[src/rtl/fdl_pkg.sv]
// Shared definitions for the fine delay line controller.
//   FDL_BITS    : width of the delay control word
//   IDX_W       : width of the SAR bit index
//   FILT_W      : width of the signed tracking filter (holds +/-7, enough for FILT up to 7)
//   fdl_state_t : controller state encoding
//   sar_next()  : one SAR decision step on the control word
package fdl_pkg;

   localparam int FDL_BITS = 6;
   localparam int IDX_W    = $clog2(FDL_BITS);
   localparam int FILT_W   = 4;

   localparam logic [FDL_BITS-1:0] Q_MAX      = {FDL_BITS{1'b1}};
   localparam logic [FDL_BITS-1:0] Q_SAR_INIT = {1'b1, {(FDL_BITS-1){1'b0}}};

   localparam logic [1:0] ST_IDLE   = 2'd0;
   localparam logic [1:0] ST_SAR    = 2'd1;
   localparam logic [1:0] ST_TRACK  = 2'd2;
   localparam logic [1:0] ST_LOCKED = 2'd3;

   typedef enum logic [1:0] {
      S_IDLE   = ST_IDLE,
      S_SAR    = ST_SAR,
      S_TRACK  = ST_TRACK,
      S_LOCKED = ST_LOCKED
   } fdl_state_t;

   // Resolve bit idx (keep or clear), then arm the next lower bit as the new trial.
   function automatic logic [FDL_BITS-1:0] sar_next(input logic [FDL_BITS-1:0] q,
                                                    input logic [IDX_W-1:0]    idx,
                                                    input logic                keep);
      logic [FDL_BITS-1:0] r;
      r      = q;
      r[idx] = keep;
      if (idx != '0) r[idx - 1'b1] = 1'b1;
      return r;
   endfunction

endpackage

[src/rtl/fdl_step_filter.sv]
// Signed up/down vote filter for delay tracking.
//   clk_in  : clock
//   rst     : synchronous active-high reset
//   clr     : synchronous clear of the accumulator (priority over sample)
//   sample  : qualify up/dn in this cycle
//   up, dn  : phase detector votes; both or neither leave the accumulator unchanged
//   step_up : this sample brings the accumulator to +FILT (combinational)
//   step_dn : this sample brings the accumulator to -FILT (combinational)
module fdl_step_filter
   import fdl_pkg::*;
#(
   parameter int FILT = 3
) (
   input  logic clk_in,
   input  logic rst,
   input  logic clr,
   input  logic sample,
   input  logic up,
   input  logic dn,
   output logic step_up,
   output logic step_dn
);

   localparam logic signed [FILT_W-1:0] THR_P = FILT_W'(FILT);
   localparam logic signed [FILT_W-1:0] THR_N = -THR_P;
   localparam logic signed [FILT_W-1:0] ONE   = FILT_W'(1);

   logic signed [FILT_W-1:0] acc;
   logic signed [FILT_W-1:0] acc_nxt;

   always_comb begin
      acc_nxt = acc;
      if (up && !dn)      acc_nxt = acc + ONE;
      else if (dn && !up) acc_nxt = acc - ONE;
   end

   assign step_up = sample && (acc_nxt == THR_P);
   assign step_dn = sample && (acc_nxt == THR_N);

   always_ff @(posedge clk_in) begin
      if (rst || clr) begin
         acc <= '0;
      end else if (sample) begin
         // a step consumes the accumulated votes
         acc <= (step_up || step_dn) ? '0 : acc_nxt;
      end
   end

endmodule

[src/rtl/fdl_ctrl.sv]
// Fine delay line controller: SAR calibration followed by filtered tracking
// with lock detection and carry requests to a coarse stage.
//   clk_in   : clock, all state on rising edge
//   rst      : synchronous active-high reset
//   en       : 1 = calibrate/track, 0 = freeze Q and idle
//   pd_up    : phase detector, increase delay
//   pd_dn    : phase detector, decrease delay
//   Q, Qb    : delay control word and its registered complement
//   lock     : high while LOCKED
//   carry_up : one-cycle request for more coarse delay (up-step at Q max)
//   carry_dn : one-cycle request for less coarse delay (down-step at Q zero)
//
// state  | meaning
// IDLE   | Q held, waiting for en
// SAR    | binary search, one bit decided per settled sample, MSB first
// TRACK  | filtered +/-1 steps, counting step-free samples toward lock
// LOCKED | as TRACK with lock high; any step or carry returns to TRACK
module fdl_ctrl
   import fdl_pkg::*;
#(
   parameter int SETTLE_CYC = 4,
   parameter int FILT       = 3,
   parameter int LOCK_CNT   = 8
) (
   input  logic                clk_in,
   input  logic                rst,
   input  logic                en,
   input  logic                pd_up,
   input  logic                pd_dn,
   output logic [FDL_BITS-1:0] Q,
   output logic [FDL_BITS-1:0] Qb,
   output logic                lock,
   output logic                carry_up,
   output logic                carry_dn
);

   localparam int CNT_W  = (SETTLE_CYC > 0) ? $clog2(SETTLE_CYC + 1) : 1;
   localparam int LCNT_W = $clog2(LOCK_CNT + 1);
   localparam logic [CNT_W-1:0]  SETTLE_LD = CNT_W'(SETTLE_CYC);
   localparam logic [LCNT_W-1:0] LCNT_MAX  = LCNT_W'(LOCK_CNT);

   fdl_state_t          state, state_nxt;
   logic [FDL_BITS-1:0] q_nxt;
   logic [IDX_W-1:0]    idx, idx_nxt;
   logic [CNT_W-1:0]    settle, settle_nxt;
   logic [LCNT_W-1:0]   lcnt, lcnt_nxt;
   logic                carry_up_nxt, carry_dn_nxt;
   logic                tracking, sample, filt_clr;
   logic                step_up, step_dn;

   assign tracking = (state == S_TRACK) || (state == S_LOCKED);
   // settle timer terminal count; the timer is reloaded after every sample,
   // so consecutive samples are SETTLE_CYC+1 cycles apart
   assign sample   = en && (state != S_IDLE) && (settle == '0);
   assign filt_clr = !en || !tracking;
   assign lock     = (state == S_LOCKED);

   fdl_step_filter #(.FILT(FILT)) u_filt (
      .clk_in  (clk_in),
      .rst     (rst),
      .clr     (filt_clr),
      .sample  (sample && tracking),
      .up      (pd_up),
      .dn      (pd_dn),
      .step_up (step_up),
      .step_dn (step_dn)
   );

   always_comb begin
      state_nxt    = state;
      q_nxt        = Q;
      idx_nxt      = idx;
      settle_nxt   = settle;
      lcnt_nxt     = lcnt;
      carry_up_nxt = 1'b0;
      carry_dn_nxt = 1'b0;
      if (!en) begin
         state_nxt  = S_IDLE;
         idx_nxt    = '0;
         settle_nxt = '0;
         lcnt_nxt   = '0;
      end else begin
         unique case (state)
            S_IDLE: begin
               state_nxt  = S_SAR;
               q_nxt      = Q_SAR_INIT;
               idx_nxt    = IDX_W'(FDL_BITS - 1);
               settle_nxt = SETTLE_LD;
            end
            S_SAR: begin
               if (sample) begin
                  settle_nxt = SETTLE_LD;
                  q_nxt      = sar_next(Q, idx, pd_up && !pd_dn);
                  if (idx == '0) begin
                     state_nxt = S_TRACK;
                     lcnt_nxt  = '0;
                  end else begin
                     idx_nxt = idx - 1'b1;
                  end
               end else begin
                  settle_nxt = settle - 1'b1;
               end
            end
            default: begin
               if (sample) begin
                  settle_nxt = SETTLE_LD;
                  if (step_up || step_dn) begin
                     state_nxt = S_TRACK;
                     lcnt_nxt  = '0;
                     // saturated ends never wrap; hand the step to the coarse stage
                     if (step_up) begin
                        if (Q == Q_MAX) carry_up_nxt = 1'b1;
                        else            q_nxt = Q + 1'b1;
                     end else begin
                        if (Q == '0) carry_dn_nxt = 1'b1;
                        else         q_nxt = Q - 1'b1;
                     end
                  end else begin
                     if (lcnt != LCNT_MAX) lcnt_nxt = lcnt + 1'b1;
                     if (lcnt_nxt == LCNT_MAX) state_nxt = S_LOCKED;
                  end
               end else begin
                  settle_nxt = settle - 1'b1;
               end
            end
         endcase
      end
   end

   always_ff @(posedge clk_in) begin
      if (rst) begin
         state    <= S_IDLE;
         Q        <= '0;
         Qb       <= '1;
         idx      <= '0;
         settle   <= '0;
         lcnt     <= '0;
         carry_up <= 1'b0;
         carry_dn <= 1'b0;
      end else begin
         state    <= state_nxt;
         Q        <= q_nxt;
         Qb       <= ~q_nxt;
         idx      <= idx_nxt;
         settle   <= settle_nxt;
         lcnt     <= lcnt_nxt;
         carry_up <= carry_up_nxt;
         carry_dn <= carry_dn_nxt;
      end
   end

endmodule
[config.mk]
export PLATFORM = sky130hd
export DESIGN_NAME = fdl_ctrl
export DESIGN_NICKNAME = d
export VERILOG_FILES = /design/src/rtl/fdl_pkg.sv /design/src/rtl/fdl_step_filter.sv /design/src/rtl/fdl_ctrl.sv
export SDC_FILE = /design/constraint.sdc
export NUM_CORES = 1
export LEC_CHECK = 0
export BUFFER_PORTS_ARGS = -buffer_cell sky130_fd_sc_hd__buf_2
export CORE_MARGIN = 4
export CORE_UTILIZATION = 64
export CTS_CLUSTER_SIZE = 30
export DETAILED_ROUTE_END_ITERATION = 10
export GPL_ROUTABILITY_DRIVEN = 1
export PLACE_DENSITY = 0.88
export SETUP_SLACK_MARGIN = 0.02
export SLEW_MARGIN = 20
export SYNTH_ARGS = -nofsm -noshare
export SYNTH_HDL_FRONTEND = slang
export SYNTH_HIERARCHICAL = 1
export SYNTH_SLANG_ARGS = --single-unit
[constraint.sdc]
create_clock -name clk_in -period 5.8 [get_ports clk_in]
set_input_delay 0 -clock clk_in [delete_from_list [all_inputs] [get_ports clk_in]]
set_output_delay 0 -clock clk_in [all_outputs]
set_load 0.1 [all_outputs]
==> results of run 1 <==
[path summary, 6_finish.rpt]
path	startpoint	to	slack, ps	cells past startpoint
setup / recovery	settle[0]$_SDFF_PP0_	Qb[4]$_SDFF_PP1_	2560	11
setup reg to reg	settle[0]$_SDFF_PP0_	Qb[4]$_SDFF_PP1_	2560	11
hold / removal	en	Q[1]$_SDFF_PP0_	100	4
hold reg to reg	settle[0]$_SDFF_PP0_	settle[0]$_SDFF_PP0_	420	1
[critical path: stages, from the launching register on]
cell and delay (ps):
dfxtp_1 320, inv_1 70, ha_1 160, and3b_1 450, nand2_1 200, inv_1 350
and4_4 330, and2_2 290, nor2_1 170, a21oi_1 270, o21ai_0 130, or3_1 390
[placed cells by master (no fill, tap or decap), drive strengths merged, types with 4 or more instances in the layout]
master / instances
ha: 11
clkbuf: 7
o31ai: 4
mux2i: 4
buf: 19
inv: 18
or3: 5
nand2b: 11
a21oi: 15
nor2: 23
nor4: 6
a31oi: 4
xor2: 6
nand3: 9
nand3b: 4
nand2: 13
dfxtp: 30
a211oi: 5
o21ai: 13
nor3: 13
nor3b: 7
nor2b: 6
[power groups by stage]
stage	logic [mW]	clock network [mW]	registers (mW)
2_1_floorplan	0.0835	0	0.274
3_3_place_gp	0.144	0	0.236
3_5_place_dp	0.145	0	0.236
4_1_cts	0.146	0.168	0.232
5_1_grt	0.159	0.178	0.234
6_report	0.147	0.163	0.232
[logic make-up (layout without fill, tap and decap cells)]
logic type      count (synthesis)  after routing
compound gates                 71             71
buf+inv                        33             46
simple gates                  109            109
flops                          30             30
mux                             6              6
xor+xnor                        9              9
fa+ha+maj                      11             11
[metal layers]
metal,track usage [%],routed length [µm],up-vias
met3,5.56,409,11
met5,0,0,-
met4,9.90,93,0
met1,36.1,2270,957
met2,37.5,2370,93
li1,-,-,1019
[area by class of cell]
type                    count  area, µm²  area share (%)
multi-input cells         206       1470            61.8
well taps                  46       57.6            2.43
repair buffers             20        105            4.43
flip-flops and latches     30        601            25.3
clock buffers               7       45.0            1.90
inverters                  18       67.6            2.85
clock inverters             1       30.0            1.27
[registers in the layout (all words and copies together), names as in the netlist, named ones only]
name / flops
settle: 3
state: 2
Q: 5
Qb: 6
carry_dn: 1
idx: 3
lcnt: 4
u_filt/acc: 4
carry_up: 1
[synth_stat cells, types with 3 or more instances]
master / number / share of area, %
nand3_1: 9 / 2.0
nor3_1: 10 / 2.3
nor3b_1: 7 / 2.4
inv_1: 18 / 3.1
a211oi_1: 5 / 1.7
a21oi_1: 15 / 3.4
or3_1: 4 / 1.1
nor2_1: 23 / 3.9
nand2_1: 13 / 2.2
nand3b_1: 4 / 1.4
buf_2: 6 / 1.4
ha_1: 11 / 6.2
mux2i_1: 4 / 1.8
o31a_1: 3 / 1.2
nor2b_1: 6 / 1.7
clkbuf_1: 7 / 1.2
nor4_1: 5 / 1.4
nor3_2: 3 / 1.4
xor2_1: 4 / 1.6
a21o_1: 3 / 1.0
o31ai_1: 4 / 1.4
xnor2_1: 3 / 1.2
a31oi_1: 4 / 1.1
dfxtp_1: 30 / 27
nand2b_1: 11 / 3.1
o21ai_0: 12 / 2.7
==> metrics.csv, run 1 <==
metric,value,unit
CTS tree,done,
routability cong.,0.971,
internal power,0.347,mW
layout cell share with drive strength beyond 1,16.3,%
Final nets,297,
Final HPWL DP,3750,µm
PwrDens,228,nW/µm²
critical path type,reg -> reg,
Sw Pwr,0.195,mW
cell area after layout,2370,µm²
gr usage total,25.6,%
hold_buf cts,1,
Max-slew headroom,55.4,%
worst setup margin,2560,ps
first-pass GRT wire length,8600,µm
Final Slew Violations,0,
Yosys warnings,6,
Die ar.,4450,µm²
Max VDD drop,160,µV
Resize count post-CTS,0,
startpoint types,flip-flop,
combinational power share,27.1,%
WP data arrival,3450,ps
vias in the first global route,1817,
Final setup violation count,0,
area grow syn2layout,7.37,%
Finished Layout Cells,328,
dpl ws,2630,ps
synthesis-stage register bit count,30,
Post-synth EDFFs,0,
Num CTS Buffers,5,
final hold vios,0,
die extent in y,66.7,µm
Post-Synth XOR/XNOR Area,4.25,%
num rows,21,
Worst-Skew Late Latency,330,ps
sequential area share after synthesis,27.2,%
via-per-instance ratio,6.34,
largest net degree at the start of global routing,18,
DP Area,2290,µm²
final worst path period need,3240,ps
Simple-Gate Fraction of Synth Area,28.6,%
outcome,completed,
Tot Pwr,0.542,mW
setup TNS,0,ps
largest family of logic cells by synthesized area,simple AND/OR/NAND/NOR gates,
syn avg cell area,8.21,µm²
post-synth cell types,61,
initial drt markers,189,
power share of the clock group,30.1,%
Inst Count DP,319,
Static Leak,0.842,nW
setup bufs post-CTS,0,
"Clk pin slew, worst setup/hold paths",100,ps
Sw Share,35.9,%
Synth Area in Adders,6.23,%
Post-Syn Instances,269,
async set-reset flop share out of synthesis,0,%
antenna violations before repair,0,
"Req. time, crit path",6020,ps
mux contribution to synthesized area,2.83,%
Mapped Area,2210,µm²
Ports,20,
CTS root buffer,clkbuf_4,
Fmax,0.309,GHz
critical path endpoint category,flip-flop,
WL final,5140,µm
Flop pwr share,42.8,%
Die Span X,66.7,µm
via count,2080,
Worst Skew,4.93,ps
diode count,0,
number of remaining DRC errors,0,
final worst-path cycle share,55.8,%
drt first pass iters,5,
Synth Net Count,285,
Initial Utilization,66.2,%
H-tree Lvls,2,
number of max-cap violations,0,
Clock Tree Buf Depth,2,
Clock Sinks,30,
RSZ-0062 raised after global routing,false,
GR Overflow Total,0,
Filler cells,282,
Worst Hold Class,in -> reg,
post-route antenna net violation count,0,
crit-path max FO,12,
Port Buffer Count,19,
fin util,71.1,%
Routed WL per cell,15.7,µm
hold slack,98.3,ps
"Primary FF master, synth",dfxtp_1,
post-synthesis compound-gate area fraction,24.4,%
CORE AREA,3340,µm²
Worst-Margin Slew,668,ps
(Power assumes the default switching activity.)
==> run 2: changes to the inputs <==
--- a/config.mk
+++ b/config.mk
@@ -7,11 +7,11 @@
 export LEC_CHECK = 0
 export BUFFER_PORTS_ARGS = -buffer_cell sky130_fd_sc_hd__buf_2
 export CORE_MARGIN = 4
-export CORE_UTILIZATION = 64
+export CORE_UTILIZATION = 54
 export CTS_CLUSTER_SIZE = 30
 export DETAILED_ROUTE_END_ITERATION = 10
 export GPL_ROUTABILITY_DRIVEN = 1
-export PLACE_DENSITY = 0.88
+export PLACE_DENSITY = 0.79
 export SETUP_SLACK_MARGIN = 0.02
 export SLEW_MARGIN = 20
 export SYNTH_ARGS = -nofsm -noshare
==> constraint.sdc (replaced) <==
create_clock -name clk_in -period 2.62 [get_ports clk_in]
set_input_delay 0 -clock clk_in [delete_from_list [all_inputs] [get_ports clk_in]]
set_output_delay 0 -clock clk_in [all_outputs]
set_load 0.1 [all_outputs]
==> run 2 against run 1 <==
Compared with the run above:
- register-to-register slack worse by 2400 ps
- combinational power is 130% higher
- critical path depth is 1 lower
- clock-buffer cell count decreased by 1
- global-route usage shrank 4.2 points
- first-iteration DRC count is 45% higher
- wire length grew 2.9%
- largest cell class unchanged
- final area up 4.3%
- sequential cell count did not move
- power increased by 130%
- utilization shrank 6.0 points
- die area is 16% higher
==> metrics.csv, run 2 (synthesis gave the netlist of run 1 again) <==
metric,value,unit,change
Final Slew Violations,0,,unchanged
routability cong.,0.988,,+1.8%
Die ar.,5180,µm²,+16%
"most common cell after layout, fill and taps aside",dfxtp_1,,
crit-path cells,"inv_1, ha_1, a2bb2oi_2, xor2_1, and4_4, and2_4, nor2_2, nor4_4, nor3_1, or3_1",,
CTS root buffer,clkbuf_8,,
power share of the clock group,31.4,%,+1.3 points
gr usage total,21.4,%,-4.2 points
Ports,20,,unchanged
diode count,0,,unchanged
RSZ-0062 raised after global routing,true,,
antenna violations before repair,0,,unchanged
worst-path cell with the longest stage delay,dfxtp_1,,
Static Leak,0.898,nW,+6.6%
combinational power share,27.4,%,+0.3 points
CTS tree,done,,
Worst Hold Class,in -> reg,,
crit-path max FO,7,,-5
num rows,22,,+4.8%
layout cell share with drive strength beyond 1,21.3,%,+5.0 points
Fmax,0.400,GHz,+30%
Max VDD drop,362,µV,+130%
vias in the first global route,1964,,+8.1%
H-tree Lvls,2,,unchanged
Clock Tree Buf Depth,2,,unchanged
Flop pwr share,41.2,%,-1.6 points
most frequent cells in the layout,"30 x dfxtp_1, 22 x nor2_1, 19 x buf_2, 17 x inv_1, 14 x a21oi_1",,
die extent in y,72.0,µm,+7.8%
number of remaining DRC errors,0,,unchanged
first-pass GRT wire length,8980,µm,+4.3%
PwrDens,501,nW/µm²,+120%
final worst-path cycle share,95.3,%,+40 points
Sw Share,36.8,%,+0.90 points
dpl ws,20.1,ps,-2610 ps
Critical Path Max Stage Delay,380,ps,-70 ps
Worst Skew,8.30,ps,+3.37 ps
Routed WL per cell,15.6,µm,-0.40%
area grow syn2layout,12.0,%,
via-per-instance ratio,6.16,,-2.9%
Final nets,306,,+3.0%
Sw Pwr,0.456,mW,+130%
outcome,completed,,
Inst Count DP,331,,+3.8%
Reg area,601,µm²,unchanged
Die Span X,72.0,µm,+7.8%
number of max-cap violations,0,,unchanged
Final HPWL DP,3880,µm,+3.4%
drt first pass iters,5,,unchanged
Worst-Skew Late Latency,280,ps,-50 ps
initial drt markers,274,,+45%
WP data arrival,2660,ps,-790 ps
Finished Layout Cells,339,,+3.4%
final hold vios,0,,unchanged
"Req. time, crit path",2790,ps,-3230 ps
startpoint types,flip-flop,,
"Clk pin slew, worst setup/hold paths",70,ps,-30 ps
CORE AREA,3800,µm²,+14%
Max-slew headroom,64.5,%,+9.1 points
Worst-Margin Slew,531,ps,-136 ps
Reg with most FFs,Qb,,
Initial Utilization,58.1,%,-8.0 points
WL final,5300,µm,+2.9%
worst setup margin,122,ps,-2440 ps
Final setup violation count,0,,unchanged
via count,2087,,+0.34%
multi-input logic area,1480,µm²,+0.94%
critical path type,reg -> reg,,
largest registers,"Qb (6), Q (5)",,
critical path endpoint category,flip-flop,,
internal power,0.782,mW,+130%
final worst path period need,2500,ps,-737 ps
post-route antenna net violation count,0,,unchanged
Num CTS Buffers,5,,unchanged
max reg flops,6,,unchanged
Filler cells,318,,+13%
Clock Sinks,30,,unchanged
GR Overflow Total,0,,unchanged
largest net degree at the start of global routing,17,,-1
Port Buffer Count,19,,unchanged
-- run 2: cell count changes in the layout (fill, tap and decap cells not counted), sizes merged --
cell,before,now
clkinvlp,0,1
bufinv,1,0
dlygate4sd3,1,0
buf,19,29
clkinv,0,1
clkbuf,7,6
-- run 2: power groups by stage --
stage | Combinational (mW) | Sequential, mW | Clock, mW
5_1_grt | 0.364 | 0.513 | 0.417
4_1_cts | 0.336 | 0.508 | 0.398
3_5_place_dp | 0.334 | 0.519 | 0
6_report | 0.339 | 0.510 | 0.388
3_3_place_gp | 0.331 | 0.518 | 0
2_1_floorplan | 0.185 | 0.606 | 0
-- run 2: critical path, delay by kind of cell, from the launching register on --
kind	cells	cell delay (ps)
and+or+nand+nor	6	1340
DFF	1	380
adders and majority gates	1	220
xor gates and xnor gates	1	200
AOI/OAI and AO/OA	1	120
buffers and inverters	1	110
-- run 2: layout make-up --
type	count	area share, %
Clock inverter	2	0.506
Clock buffer	6	3.34
Timing Repair Buffer	29	6.88
Tap cell	48	2.43
Inverter	18	2.73
Sequential cell	30	24.3
Multi-Input combinational cell	206	59.8
-- run 2: per-layer routing --
layer	vias to the layer above	part of all wire [%]	routed length, µm	global-route usage [%]
li1	1022	-	-	-
met1	972	45	2370	28.0
met2	78	47	2460	34.7
met3	15	6.8	360	4.57
met4	0	1.9	99	7.93
met5	-	0	0	0
-- run 2: metrics by stage --
step           hold slack (ps)  cell area (µm²)  util [%]  power [mW]  setup TNS [ps]
6_report                  35.2             2470      65.1        1.24               0
5_1_grt                   63.7             2470      65.1        1.29           -12.4
4_1_cts                   28.3             2460      64.8        1.24               0
3_5_place_dp               329             2360      62.2       0.853               0
3_3_place_gp               327             2360      62.2       0.849               0
2_1_floorplan              205             2210         -       0.791               0
-- run 2: worst paths after layout --
check             slack, ps                  startpoint                    to  cells past startpoint
hold reg to reg         420        settle[0]$_SDFF_PP0_  settle[0]$_SDFF_PP0_                      1
setup / recovery        120  u_filt/acc[0]$_SDFFE_PP0P_      Qb[1]$_SDFF_PP1_                     10
setup reg to reg        120  u_filt/acc[0]$_SDFFE_PP0P_      Qb[1]$_SDFF_PP1_                     10
hold / removal           40                         rst       Q[1]$_SDFF_PP0_                      2
-- run 2: timing repair --
item / in CTS / in global routing
pin swaps: 0 / 1
hold buffers: 0 / 0
gates resized for setup: 1 / 3
setup endpoints to repair: 2 / 12
setup buffers: 0 / 0
